`config.mk`:
```
export PLATFORM = sky130hd
export DESIGN_NAME = conv1d_mc
export DESIGN_NICKNAME = d
export VERILOG_FILES = /design/src/rtl/conv1d_mc.sv
export SDC_FILE = /design/constraint.sdc
export NUM_CORES = 1
export LEC_CHECK = 0
export ABC_CLOCK_PERIOD_IN_PS = 10450
export CORE_MARGIN = 3
export CORE_UTILIZATION = 35
export CTS_CLUSTER_DIAMETER = 30
export CTS_CLUSTER_SIZE = 20
export DETAILED_ROUTE_END_ITERATION = 10
export PLACE_DENSITY_LB_ADDON = 0.3
export SLEW_MARGIN = 20
export SYNTH_ARGS = -nofsm -noshare
export SYNTH_HDL_FRONTEND = slang
export SYNTH_SLANG_ARGS = --single-unit
```
`constraint.sdc`:
```
create_clock -name clk -period 10.45 [get_ports clk]
set_clock_uncertainty 0.05 [all_clocks]
set_input_delay 3.135 -clock clk [delete_from_list [all_inputs] [get_ports clk]]
set_output_delay 3.135 -clock clk [all_outputs]
set_load 0.01 [all_outputs]
```
`src/rtl/conv1d_mc.sv`:
```
`default_nettype none
// ============================================================================
// Module   : conv1d_mc
// Purpose  : Multi-channel streaming 1-D FIR convolution engine. Samples of
//            CHANNELS time-interleaved channels share one MAC. Each channel
//            has its own KERNEL_SIZE-deep delay line and fill counter.
//            Coefficients are runtime-loadable. The accumulator is rounded
//            (half-up), arithmetically shifted right by SHIFT and saturated
//            to OUT_W bits.
// Ports    : clk, rst_n              - clock, async active-low reset
//            coef_we/addr/data       - coefficient write port
//            flush                   - synchronous clear of stream state
//            valid_in/ready_in/data_in   - input stream (ch0, ch1, ... order)
//            valid_out/ready_out/data_out/ch_out/sat_out - output stream
// Revision : 1.0 - initial release
// ============================================================================
module conv1d_mc #(
    parameter int DATA_W      = 8,
    parameter int COEF_W      = 8,
    parameter int KERNEL_SIZE = 5,
    parameter int CHANNELS    = 2,
    parameter int OUT_W       = 16,
    parameter int SHIFT       = 0
) (
    input  logic                                              clk,
    input  logic                                              rst_n,
    input  logic                                              coef_we,
    input  logic        [$clog2(KERNEL_SIZE)-1:0]             coef_addr,
    input  logic signed [COEF_W-1:0]                          coef_data,
    input  logic                                              flush,
    input  logic                                              valid_in,
    output logic                                              ready_in,
    input  logic signed [DATA_W-1:0]                          data_in,
    output logic                                              valid_out,
    input  logic                                              ready_out,
    output logic signed [OUT_W-1:0]                           data_out,
    output logic        [(CHANNELS > 1 ? $clog2(CHANNELS) : 1)-1:0] ch_out,
    output logic                                              sat_out
);

    localparam int AW     = $clog2(KERNEL_SIZE);
    localparam int CH_W   = (CHANNELS > 1) ? $clog2(CHANNELS) : 1;
    localparam int FILL_W = $clog2(KERNEL_SIZE + 1);
    localparam int ACC_W  = DATA_W + COEF_W + $clog2(KERNEL_SIZE);
    // One guard bit above the accumulator so adding the rounding constant
    // never wraps, and at least OUT_W+1 bits so the clamp compare is exact.
    localparam int SUM_W  = (ACC_W + 1 > OUT_W + 1) ? ACC_W + 1 : OUT_W + 1;

    localparam logic signed [SUM_W-1:0] ROUND =
        (SHIFT > 0) ? (SUM_W'(1) << ((SHIFT > 0) ? SHIFT - 1 : 0)) : SUM_W'(0);
    localparam logic signed [SUM_W-1:0] OMAX =
        {{(SUM_W - OUT_W + 1){1'b0}}, {(OUT_W - 1){1'b1}}};
    localparam logic signed [SUM_W-1:0] OMIN =
        {{(SUM_W - OUT_W + 1){1'b1}}, {(OUT_W - 1){1'b0}}};

    logic signed [DATA_W-1:0] win  [CHANNELS][KERNEL_SIZE];
    logic signed [COEF_W-1:0] coef [KERNEL_SIZE];
    logic        [FILL_W-1:0] fill [CHANNELS];
    logic        [CH_W-1:0]   ch;

    logic                     accept;
    logic                     produce;
    logic        [FILL_W-1:0] fill_next;
    logic signed [ACC_W-1:0]  acc;
    logic signed [SUM_W-1:0]  rounded;
    logic signed [OUT_W-1:0]  result;
    logic                     clip;

    assign ready_in = rst_n && !flush && (!valid_out || ready_out);
    assign accept   = valid_in && ready_in;

    // Fill count after this accept; a result is emitted once the window of
    // the current channel holds KERNEL_SIZE real samples.
    always_comb begin
        fill_next = (fill[ch] == FILL_W'(KERNEL_SIZE)) ? fill[ch] : fill[ch] + FILL_W'(1);
        produce   = accept && (fill_next == FILL_W'(KERNEL_SIZE));
    end

    // MAC over the window as it will look after the shift: tap 0 is the
    // incoming sample, tap k is the stored sample at position k-1.
    always_comb begin
        acc = ACC_W'(data_in) * ACC_W'(coef[0]);
        for (int k = 1; k < KERNEL_SIZE; k++) begin
            acc = acc + ACC_W'(win[ch][k-1]) * ACC_W'(coef[k]);
        end
    end

    always_comb begin
        rounded = (SUM_W'(acc) + ROUND) >>> SHIFT;
        clip    = 1'b0;
        result  = rounded[OUT_W-1:0];
        if (rounded > OMAX) begin
            result = OMAX[OUT_W-1:0];
            clip   = 1'b1;
        end else if (rounded < OMIN) begin
            result = OMIN[OUT_W-1:0];
            clip   = 1'b1;
        end
    end

    always_ff @(posedge clk or negedge rst_n) begin
        if (!rst_n) begin
            ch        <= '0;
            valid_out <= 1'b0;
            data_out  <= '0;
            ch_out    <= '0;
            sat_out   <= 1'b0;
            for (int c = 0; c < CHANNELS; c++) begin
                fill[c] <= '0;
                for (int k = 0; k < KERNEL_SIZE; k++) begin
                    win[c][k] <= '0;
                end
            end
            for (int k = 0; k < KERNEL_SIZE; k++) begin
                coef[k] <= (k == 0) ? COEF_W'(1) : COEF_W'(0);
            end
        end else begin
            // Coefficient writes are independent of flush and of the stream.
            if (coef_we && ({1'b0, coef_addr} < (AW + 1)'(KERNEL_SIZE))) begin
                coef[coef_addr] <= coef_data;
            end

            if (flush) begin
                ch        <= '0;
                valid_out <= 1'b0;
                for (int c = 0; c < CHANNELS; c++) begin
                    fill[c] <= '0;
                    for (int k = 0; k < KERNEL_SIZE; k++) begin
                        win[c][k] <= '0;
                    end
                end
            end else begin
                if (accept) begin
                    win[ch][0] <= data_in;
                    for (int k = 1; k < KERNEL_SIZE; k++) begin
                        win[ch][k] <= win[ch][k-1];
                    end
                    fill[ch] <= fill_next;
                    ch       <= (ch == CH_W'(CHANNELS - 1)) ? '0 : ch + CH_W'(1);
                end

                if (produce) begin
                    valid_out <= 1'b1;
                    data_out  <= result;
                    ch_out    <= ch;
                    sat_out   <= clip;
                end else if (valid_out && ready_out) begin
                    valid_out <= 1'b0;
                end
            end
        end
    end

endmodule
`default_nettype wire

```
* After elaboration in Yosys (flattened, before gate mapping)
Cells that the tools add are included.
Word-level totals: flip-flop bits (word level) 146, input port bits 25, output and inout bits 20, word-level logic and storage cells 101
Cells by class: add/subtract/negate cells 6, multiply operators 5, $lt $le $gt $ge 7, equality and inequality tests 2, muxes and demuxes 42, bitwise operators 3, reduce and logical (&&, ||, !) cells 14
Operators by type and width (count):
- $bwmux 80 | 5
- $demux 40 s1 | 5
- $mux 40 | 4
- $mux 80 | 2
- $mul 8x8->16 | 5
- $mux 16 | 3
- $bwmux 40 | 1
- $mux 32 | 1
- $demux 8 s3 | 1
- $mux 24 | 1
- $add 18x16->19 | 1
- $add 19x16->19 | 1
- $gt 19x16->1 const B | 1
- $lt 19x16->1 const B | 1
- $add 17x16->18 | 1
- $add 16x16->17 | 1
- $mux 8 | 2
- $mux 3 | 5
- $mux 6 | 2
- $logic_and 1x1->1 | 8
- $mux 1 | 8
- $bwmux 6 | 1
- $eq 3x3->1 const B | 2
- $ge 4x4->1 const B | 1
- other kinds (15) | 16

* Depth between registers and ports, before layout
word-level depth 12, mapped depth 32, gate-level depth less buffers 27

* Worst setup path after synthesis
OpenSTA, ideal clock, no wires.
kind input to register, from input data_in[7], to register data_out[4], setup time 0.121 ns, data arrival time 9.869 ns, slack 0.410 ns, stages on the path 26, path buffers 3, cells stage by stage clkbuf_1 -> nand2_1 -> fa_1 -> inv_1 -> fa_1 -> fa_1 -> fa_1 -> inv_1 -> fa_1 -> inv_1 -> fa_1 -> fa_1 -> inv_1 -> fa_1 -> inv_1 -> ha_1 -> ha_1 -> or3_4 -> o211a_1 -> o31ai_4 -> xor2_2 -> a32oi_1 -> nor2b_1 -> buf_4 -> buf_8 -> a21oi_1
On the way: cells in the longest elaborated chain, start to end 8, elaborated cells between the ends (all ways) 9
Ends and longest elaborated chain:
- from (decl) | line 33 | input logic signed [DATA_W-1:0] data_in,
- $mul 8x8->16 * | line 82 | acc = ACC_W'(data_in) * ACC_W'(coef[0]);
- $add 16x16->17 * | line 84 | acc = acc + ACC_W'(win[ch][k-1]) * ACC_W'(coef[k]);
- $add 17x16->18 * | line 84
- $add 18x16->19 * | line 84
- $add 19x16->19 * | line 84
- $lt 19x16->1 | line 95 | end else if (rounded < OMIN) begin
- $mux 16 | line 95
- $mux 16 * | line 92 | if (rounded > OMAX) begin
- to (signal assigned) | line 144 | data_out <= result;
- to (decl) | line 36 | output logic signed [OUT_W-1:0] data_out,
Mark *: on every way between the ends. The rest lies on a longest branch, timed or not. A chain may end at the register's enable or synchronous reset.

* Worst setup path in the final report
from input data_in[6], to register data_out[1]
The elaborated chain is that of the path after synthesis.

==> flow_summary.json <==
{
  "synth_nets": 2539,
  "fin_crit_ns": 10.31,
  "antenna_left": 0,
  "antenna_cells": 0,
  "maxCapViolCount": 0,
  "ys_async_sr_fraction_pct": 100.0,
  "path_max_fanout": 8,
  "worst-path-buf-inv": 7,
  "max_freq_mhz": 97.03,
  "drt_wl_total_um": 49800,
  "start_kind": "input pin",
  "insertion_delay_ns": 0.45,
  "core-area_um2": 55310,
  "synth-seq-area-share_pct": 16.58,
  "portBuffers": 44,
  "final_area_um2": 22370,
  "grt_max_degree": 77,
  "fin_cells": 2841,
  "final_util_pct": 40.44,
  "cts_tree": "built",
  "die_w_um": 242.8,
  "route.detailed.drc": 0,
  "die_area_um2": 58960,
  "ys.flop_type": "dfrtp_1",
  "timing.final.max_slew_violations": 0,
  "arrival_ns": 10.63,
  "final_net_count": 2646,
  "die_height_um": 242.8,
  "yosysTopAreaCell": "fa_1",
  "syn_area_um2": 19630,
  "hp-class": "register to register",
  "rows": 86,
  "grt_pass1_wl_um": 82140,
  "crit_required_ns": 10.77,
  "antenna_found_initial": 0,
  "slowest_stage": "fa_1",
  "cts.htree.levels": 4,
  "setup_viol": 0,
  "synth_top_area_share_pct": 42.43,
  "relSlewSlack_pct": 38.23,
  "hold_buffers": 0,
  "gr-total-overflow": 0,
  "dr.first_iter.drc_count": 649,
  "crit_family": "adder cells",
  "dp.cells": 2802,
  "wl_per_cell_um": 17.53,
  "worst_pin_slew_ns": 0.9007,
  "pin_count": 45,
  "start_util_pct": 35.49,
  "num-fill-cells": 5527,
  "hold_violations": 0,
  "via_per_inst": 4.602,
  "yosysUniqueCellTypes": 53,
  "fin_tns_setup_ns": 0,
  "grt_pass1_vias": 14680,
  "cp_slowest_stage_delay_ns": 0.58,
  "drive_gt1_share_pct": 11.04,
  "synthCells": 1974,
  "area_delta_synth_final_pct": 13.94,
  "synth_warnings": 0,
  "postSynthAreaPerCell_um2": 9.944,
  "cts_buffers": 17,
  "clockBufferDepth": 2,
  "dp.final_hpwl_um": 42740,
  "crit_top_cell": "fa_1",
  "end_kind": "register",
  "placed_area_um2": 21460,
  "path_clk_slew_ns": 0.06,
  "track_usage_pct": 18.09,
  "status": "complete, no violations",
  "drtPass1Iterations": 5,
  "synth_area_leaders": "fa_1, dfrtp_1, inv_1",
  "clock_sinks": 130,
  "ys_ff_latch": 130,
  "place_congestion": 0.9175,
  "routed-via-count": 13070,
  "cts_root_buf": "clkbuf_16",
  "post-route-period-util_pct": 98.63,
  "synth_edf_count": 0,
  "setup.worst_path.class": "input pin to register"
}
==> worst paths after layout <==
kind | cells after the start | endpoint | slack [ns] | from
worst max-delay path | 25 | data_out[1] | 0.14 | data_in[6]
worst min register to register | 2 | win[21] | 0.46 | win[29]
min in group asynchronous | 1 | win[14] | 2.70 | rst_n
worst max register to register | 25 | data_out[1] | 1.72 | ch
worst min-delay path | 2 | win[21] | 0.46 | win[29]
max in group asynchronous | 2 | ch | 6.37 | rst_n
==> kinds of logic (layout without fill, tap and decap cells) <==
logic type | count (synthesis) | count (layout) | synth area share (%)
AND/OR/NAND/NOR | 543 | 543 | 13.60
adder cells (fa/ha/maj) | 540 | 540 | 50.33
buffers and inverters | 534 | 653 | 10.35
flip-flops | 130 | 130 | 16.58
AO/OA/AOI/OAI | 127 | 127 | 3.831
multiplexers | 73 | 73 | 4.073
XOR/XNOR | 27 | 27 | 1.243
==> cell usage in the layout (no fill, tap or decap), types with 3 or more instances in the layout <==
cell / count
inv_1: 483
fa_1: 407
nand2_1: 252
dfrtp_1: 128
ha_1: 112
and2_1: 93
nor2b_1: 90
buf_4: 85
o21ai_0: 81
mux2_2: 55
nor2_1: 44
clkdlybuf4s50_1: 36
nand2b_1: 30
xnor2_1: 23
a21oi_1: 20
mux2i_1: 17
clkbuf_16: 17
ha_4: 12
fa_2: 9
nand3_1: 8
dlymetal6s2s_1: 7
or2_2: 5
clkbuf_1: 4
nor3b_1: 3
inv_2: 3
nor3_1: 3
a21oi_2: 3
a21o_1: 3
clkinv_2: 3
buf_6: 3
==> through the flow <==
step / hold WS [ns] / worst slack [ns]
5_1_grt: 0.4877 / -0.005691
6_report: 0.4558 / 0.1435
4_1_cts: 0.4501 / 0.04815
3_5_place_dp: 0.4374 / -0.8601
3_3_place_gp: 0.4351 / -0.7196
2_1_floorplan: 0.4131 / 0.4101
==> synthesized netlist by cell type, drive strengths merged, types with 3 or more instances <==
cell type,number
dfrtp,129
nand2,253
o21ai,83
nor2b,92
buf,8
mux2,55
xor2,3
ha,124
or2,5
and2,93
nor2,46
xnor2,24
mux2i,18
nand2b,30
inv,486
nand3,8
a21oi,23
clkbuf,38
a21o,3
nor3b,3
fa,416
nor3,4
==> layer usage <==
metal / part of all wire, % / track usage [%]
met1: 42 / 22.77
met5: 0 / 0
met2: 52 / 32.15
met4: 3.5 / 6.309
met3: 3.1 / 2.198
==> cell type report <==
class                   instances  area, um2  area share, %
flip-flops and latches        130       3256          14.56
clock buffers                  22      454.2          2.031
multi-input cells            1310      14610          65.34
clock inverters                 9      107.6         0.4811
repair buffers                134       1167          5.220
well taps                     748      935.9          4.185
inverters                     488       1832          8.190
==> worst min-delay path, cell delays in order, from the launching register on <==
cell     delay, ns
dfrtp_1       0.36
nand2_1       0.05
o21ai_0       0.06
==> sequential cells by signal (all words and copies together) (netlist names) <==
name / flops
valid_out: 1
fill: 6
data_out: 16
ch: 1
sat_out: 1
win: 64
ch_out: 1
coef: 40
==> timing repair <==
item | CTS | global route
setup buffers | 0 | 8
endpoints found under the setup margin | 16 | 17
gates resized for setup | 2 | 49
pin swaps | 0 | 23
Power is not shown: default switching activity piles up to over one toggle a cycle in this logic, so the estimate is an artifact.
